[src/rtl/mem_if_pkg.sv]
// rtl/mem_if_pkg.sv - shared request layout and arbiter FSM encoding
//
// Purpose: field positions of the 25-bit cache memory request and the
//          state encoding of the dual memory arbiter.
// Ports:   none (package).
package mem_if_pkg;

    localparam int REQ_WIDTH     = 25;
    localparam int REQ_WRITE_BIT = 24;
    localparam int REQ_DATA_MSB  = 23;
    localparam int REQ_DATA_LSB  = 16;
    localparam int REQ_ADDR_MSB  = 15;
    localparam int REQ_ADDR_LSB  = 0;

    typedef enum logic [1:0] {
        IDLE    = 2'd0,
        ISSUE   = 2'd1,
        RESPOND = 2'd2
    } arb_state_t;

endpackage

[src/rtl/rr_arbiter2.sv]
// rtl/rr_arbiter2.sv - two-requester round-robin with per-port arming
//
// Purpose: picks one of two requesters, alternating on ties, and masks a
//          requester whose held request has already been answered.
// Ports:   clock, reset (async active-low)
//          req[1:0]     request levels from the two ports
//          enable       a grant may be taken this cycle
//          done[1:0]    response pulse issued for port N this cycle
//          grant_valid  some port is granted this cycle
//          grant_port   granted port index
module rr_arbiter2 (
    input  logic       clock,
    input  logic       reset,
    input  logic [1:0] req,
    input  logic       enable,
    input  logic [1:0] done,
    output logic       grant_valid,
    output logic       grant_port
);

    logic       last_grant;
    logic [1:0] armed;
    logic [1:0] eligible;

    assign eligible = req & armed;

    always_comb begin
        grant_valid = enable && (eligible != 2'b00);
        grant_port  = 1'b0;
        if (eligible == 2'b11) begin
            grant_port = ~last_grant;
        end else if (eligible[1]) begin
            grant_port = 1'b1;
        end
    end

    // last_grant only moves on a genuine tie, so a port served alone does
    // not lose its turn at the next contention.
    // A low request level always re-arms, even in the cycle of its own
    // response, because the cache has already let go of that request.
    always_ff @(posedge clock or negedge reset) begin
        if (!reset) begin
            last_grant <= 1'b1;
            armed      <= 2'b11;
        end else begin
            if (enable && eligible == 2'b11) begin
                last_grant <= grant_port;
            end
            if (!req[0]) begin
                armed[0] <= 1'b1;
            end else if (done[0]) begin
                armed[0] <= 1'b0;
            end
            if (!req[1]) begin
                armed[1] <= 1'b1;
            end else if (done[1]) begin
                armed[1] <= 1'b0;
            end
        end
    end

endmodule

[src/rtl/dual_memory_arbiter.sv]
// rtl/dual_memory_arbiter.sv - serialises two cache ports onto one word memory
//
// Purpose: services byte read/write requests from two cache ports against a
//          shared 16-bit word memory, returns the whole word, and sends a
//          snoop-invalidate to the peer port after every write.
// Ports:   clock, reset (async active-low)
//          memory_request_N / memory_request_ready_N    request from port N
//          memory_response_N / memory_response_ready_N  word + 1-cycle pulse
//          snoop_valid_N, snoop_addr                    invalidate for port N
//          mem_req/we/addr/wdata/wmask, mem_ack, mem_rdata  backing memory
module dual_memory_arbiter
    import mem_if_pkg::*;
#(
    parameter int ADDR_WIDTH = 16,
    parameter int DATA_WIDTH = 8,
    parameter int WORD_WIDTH = 16
) (
    input  logic                               clock,
    input  logic                               reset,
    input  logic [DATA_WIDTH+ADDR_WIDTH:0]     memory_request_0,
    input  logic                               memory_request_ready_0,
    input  logic [DATA_WIDTH+ADDR_WIDTH:0]     memory_request_1,
    input  logic                               memory_request_ready_1,
    output logic [WORD_WIDTH-1:0]              memory_response_0,
    output logic                               memory_response_ready_0,
    output logic [WORD_WIDTH-1:0]              memory_response_1,
    output logic                               memory_response_ready_1,
    output logic                               snoop_valid_0,
    output logic                               snoop_valid_1,
    output logic [ADDR_WIDTH-2:0]              snoop_addr,
    output logic                               mem_req,
    output logic                               mem_we,
    output logic [ADDR_WIDTH-2:0]              mem_addr,
    output logic [WORD_WIDTH-1:0]              mem_wdata,
    output logic [1:0]                         mem_wmask,
    input  logic                               mem_ack,
    input  logic [WORD_WIDTH-1:0]              mem_rdata
);

    arb_state_t state, state_nx;

    logic [REQ_WIDTH-1:0]  cmd;
    logic                  cmd_port;
    logic [WORD_WIDTH-1:0] rdata_q;
    logic                  grant_valid;
    logic                  grant_port;
    logic [1:0]            done;

    logic                  cmd_write;
    logic [DATA_WIDTH-1:0] cmd_data;
    logic [ADDR_WIDTH-1:0] cmd_addr;

    assign cmd_write = cmd[REQ_WRITE_BIT];
    assign cmd_data  = cmd[REQ_DATA_MSB:REQ_DATA_LSB];
    assign cmd_addr  = cmd[REQ_ADDR_MSB:REQ_ADDR_LSB];

    assign done = {(state == RESPOND) &&  cmd_port,
                   (state == RESPOND) && !cmd_port};

    rr_arbiter2 u_arb (
        .clock       (clock),
        .reset       (reset),
        .req         ({memory_request_ready_1, memory_request_ready_0}),
        .enable      (state == IDLE),
        .done        (done),
        .grant_valid (grant_valid),
        .grant_port  (grant_port)
    );

    always_ff @(posedge clock or negedge reset) begin
        if (!reset) begin
            state <= IDLE;
        end else begin
            state <= state_nx;
        end
    end

    // The command latch frees the cache to drop its request mid-transfer;
    // the transfer is finished from the latched copy regardless.
    always_ff @(posedge clock or negedge reset) begin
        if (!reset) begin
            cmd      <= '0;
            cmd_port <= 1'b0;
            rdata_q  <= '0;
        end else begin
            if (grant_valid) begin
                cmd      <= grant_port ? memory_request_1 : memory_request_0;
                cmd_port <= grant_port;
            end
            if (state == ISSUE && mem_ack) begin
                rdata_q <= mem_rdata;
            end
        end
    end

    // Every output is decoded from state so reset clears them all at once.
    always_comb begin
        state_nx                = state;
        mem_req                 = 1'b0;
        mem_we                  = 1'b0;
        mem_addr                = '0;
        mem_wdata               = '0;
        mem_wmask               = 2'b00;
        memory_response_0       = '0;
        memory_response_ready_0 = 1'b0;
        memory_response_1       = '0;
        memory_response_ready_1 = 1'b0;
        snoop_valid_0           = 1'b0;
        snoop_valid_1           = 1'b0;
        snoop_addr              = '0;
        case (state)
            IDLE: begin
                if (grant_valid) begin
                    state_nx = ISSUE;
                end
            end
            ISSUE: begin
                mem_req   = 1'b1;
                mem_we    = cmd_write;
                mem_addr  = cmd_addr[ADDR_WIDTH-1:1];
                mem_wdata = {cmd_data, cmd_data};
                mem_wmask = {cmd_addr[0], ~cmd_addr[0]};
                if (mem_ack) begin
                    state_nx = RESPOND;
                end
            end
            RESPOND: begin
                if (cmd_port) begin
                    memory_response_ready_1 = 1'b1;
                    memory_response_1       = rdata_q;
                end else begin
                    memory_response_ready_0 = 1'b1;
                    memory_response_0       = rdata_q;
                end
                if (cmd_write) begin
                    snoop_valid_0 = cmd_port;
                    snoop_valid_1 = ~cmd_port;
                    snoop_addr    = cmd_addr[ADDR_WIDTH-1:1];
                end
                state_nx = IDLE;
            end
            default: state_nx = IDLE;
        endcase
    end

endmodule

[config.mk]
export PLATFORM = sky130hd
export DESIGN_NAME = dual_memory_arbiter
export DESIGN_NICKNAME = d
export VERILOG_FILES = /design/src/rtl/mem_if_pkg.sv /design/src/rtl/rr_arbiter2.sv /design/src/rtl/dual_memory_arbiter.sv
export SDC_FILE = /design/constraint.sdc
export NUM_CORES = 1
export LEC_CHECK = 0
export BUFFER_PORTS_ARGS = -buffer_cell sky130_fd_sc_hd__buf_2
export CAP_MARGIN = 10
export CORE_MARGIN = 5
export CORE_UTILIZATION = 28
export CTS_CLUSTER_DIAMETER = 30
export DETAILED_ROUTE_END_ITERATION = 12
export GPL_TIMING_DRIVEN = 1
export PLACE_DENSITY_LB_ADDON = 0.25
export SYNTH_ARGS = -nofsm -noshare
export SYNTH_HDL_FRONTEND = slang
export SYNTH_HIERARCHICAL = 1
export SYNTH_SLANG_ARGS = --single-unit
[constraint.sdc]
create_clock -name clock -period 1.6 [get_ports clock]
set_input_delay 0.08 -clock clock [delete_from_list [all_inputs] [get_ports clock]]
set_output_delay 0.08 -clock clock [all_outputs]
set_load 0.03 [all_outputs]
==> metrics <==
largest net degree at the start of global routing=35; later-pin clock latency in the skew report=0.30 ns; I/O Buffers=156; static leakage=2.22 nW; CTS tree=built; CP top delay family=flip-flops; worst-path fanout max=27; synth warn=6; H-tree lvl count=2; P per Cell Area=1780 nW/um^2; Max IR drop VDD=606 uV; Worst Path Buf+Inv=2; post-synth cell types=26; first-pass GRT wire length=11,900 um; FP Rows=35; Final Setup Violations=0; max_cap viols=0; DP Worst Slack=0.0406 ns; syn nets=330; Final Cycle Share=100%; RSZ-0062 raised after global routing=true; sequential element share of the synthesized area=44.6%; hpwl dp=5560 um; global route hottest layer=met2; TritonCTS buffer count=5; drt drc=0; status=finished, final reports clean; flop-to-flop setup slack=0.02 ns; share of cells above drive strength 1=52.5%; GRT Total Usage=12.8%; placed instance area=3610 um^2; Root Buffer=clkbuf_8; antenna-violating nets left=0; Die Y-Extent=107 um; Fmax achieved=625 MHz; core area=9240 um^2; DR pass1 iterations=4; element type at the critical path end=output port; vias in the first global route=2,485; fill count=866; CP Class=register to output port; crit-path cells=and2b_1, buf_12, and2_1, clkbuf_4; slowest CP cell=dfrtp_2; Antenna Cells=0; Hold Path Class=input pin to register; Final #Nets=504; max incr delay on CP=0.45 ns; syn avg cell area=10.2 um^2; clock skew=0.00983 ns; Yosys reg bits=47; met1 Use GR=15.0%; via/cell ratio=4.27; initial antenna violation count=0; Mapped Area=2640 um^2; cell area after layout=4430 um^2; Syn Inst Count=259; GRT met3 Usage=3.73%; hold violation total from the final report=0; Initial Utilization=28.6%; GR Util met2=22.9%; crit path DAT=1.52 ns; Worst-Margin Slew=0.371 ns; Critical Path Source Type=register; area growth from synthesis to final layout=67.6%; Clock Path Buffers=2; Slew headroom=75.3%; setup slack after layout=0.000146 ns; Remaining Overflow, GRT=0; Die X=107 um; setup_tns=0 ns; Clock Sinks=47; clk slew on worst S/H paths=0.09 ns; Avg WL per Cell=14.4 um; I/O pin count=157; Tmin final=1.60 ns; Final Util=48.0%; gpl congestion=0.726; routed vias=2,402; CP required=1.52 ns; fin. max-slew vios=0; Hold Worst Slack=0.0123 ns; DRT iter0 DRCs=48; Post-Route WL=8080 um; Die Area=11,500 um^2
Yosys cell counts:
master / n / area, um^2
nand3b_4: 1 / 20.0
a211oi_1: 1 / 7.51
and2b_1: 1 / 7.51
mux2_4: 9 / 135
dfstp_2: 3 / 78.8
buf_4: 11 / 82.6
o21ai_0: 2 / 10.0
mux2_2: 8 / 90.1
nor2b_1: 2 / 12.5
clkbuf_1: 6 / 22.5
nand2_1: 2 / 7.51
a21boi_0: 1 / 7.51
buf_6: 2 / 22.5
a21oi_1: 25 / 125
and3b_1: 2 / 17.5
and2_1: 72 / 450
xor2_1: 1 / 8.76
nor3b_4: 1 / 18.8
buf_2: 6 / 30.0
a31oi_1: 1 / 6.26
inv_1: 3 / 11.3
and4b_1: 1 / 10.0
dfrtp_1: 44 / 1100
nand3_1: 1 / 5.00
mux2i_1: 25 / 250
nor2_1: 28 / 105
metrics by stage:
stage	std cells	total power [mW]
after floorplan	259	5.10
after global placement	530	6.17
after CTS	555	7.33
after detailed placement	530	6.24
final	563	7.91
after global routing	563	8.45
final timing paths:
| path | from | end | depth (start not counted) |
|---|---|---|---|
| worst min register to register | u_arb/armed[1]$_DFFE_PN1P_ | u_arb/armed[1]$_DFFE_PN1P_ | 2 |
| max in group asynchronous | reset | cmd[10]$_DFFE_PN0P_ | 3 |
| worst max-delay path | state[1]$_DFFE_PN0P_ | mem_wdata[2] | 4 |
| worst min-delay path | memory_request_ready_0 | u_arb/armed[0]$_DFFE_PN1P_ | 2 |
| min in group asynchronous | reset | rdata_q[3]$_DFFE_PN0P_ | 2 |
| worst max register to register | u_arb/armed[1]$_DFFE_PN1P_ | cmd[11]$_DFFE_PN0P_ | 5 |
logic make-up (layout without fill, tap and decap cells):
logic type / count (synthesis) / after routing / share of synthesized area, %
compound gates: 30 / 30 / 5.92
mux: 42 / 42 / 18.0
buf+inv: 28 / 203 / 6.39
xor+xnor: 1 / 1 / 0.331
flops: 47 / 47 / 44.6
simple gates: 111 / 111 / 24.8
sequential cells by signal, indices dropped and copies added (netlist names):
name              count
u_arb/last_grant      1
cmd                  25
cmd_port              1
u_arb/armed           2
rdata_q              16
state                 2
area by class of cell:
cell class	count	area [um^2]	share of cell area [%]
Inverter	3	11.3	0.254
Sequential cell	47	1180	26.7
Multi-Input combinational cell	184	1370	30.8
Timing Repair Buffer	192	1610	36.3
Tap cell	129	161	3.64
Clock buffer	7	96.3	2.17
Clock inverter	1	7.51	0.169
report_power, final:
group	switching, mW	internal, mW	leakage [nW]	total (mW)
registers	0.429	1.79	0.529	2.22
logic	2.58	2.31	1.64	4.89
clock network	0.405	0.394	0.0505	0.799
total	3.41	4.49	2.22	7.91
layout by cell type (no fill, tap or decap), types with 2 or more instances in the layout:
| cell | count |
|---|---|
| buf_2 | 77 |
| and2_1 | 62 |
| buf_6 | 48 |
| dfrtp_1 | 41 |
| buf_4 | 39 |
| nor2_1 | 27 |
| a21oi_1 | 25 |
| mux2i_1 | 24 |
| dlygate4sd3_1 | 15 |
| and2_4 | 10 |
| mux2_4 | 9 |
| mux2_2 | 8 |
| clkbuf_8 | 7 |
| buf_12 | 7 |
| inv_1 | 3 |
| clkbuf_16 | 3 |
| dfrtp_2 | 3 |
| clkbuf_4 | 3 |
| dfstp_2 | 3 |
| and3b_2 | 2 |
| o21ai_0 | 2 |
layer usage:
| metal | up-vias | wire [um] |
|---|---|---|
| met2 | 101 | 4160 |
| met4 | 0 | 57 |
| met1 | 1105 | 3150 |
| met5 | - | 0 |
| li1 | 1191 | - |
| met3 | 5 | 716 |
timing repair:
action / in CTS / in global routing
setup endpoints to repair: 83 / 100
hold endpoints to repair: 25 / 1
gates cloned: 0 / 3
gates resized for setup: 51 / 130
hold buffers: 14 / 1
buffers inserted: 3 / 4
pin swaps: 0 / 12
worst reg2reg max path: cells and delay by family, from the launching register on:
family | cells | cell delay (ns)
flops | 1 | 0.56
simple gates | 1 | 0.07
compound gates | 2 | 0.41
buf+inv | 1 | 0.25
mux | 1 | 0.19
No activity file was read; power rests on OpenSTA's default activity.
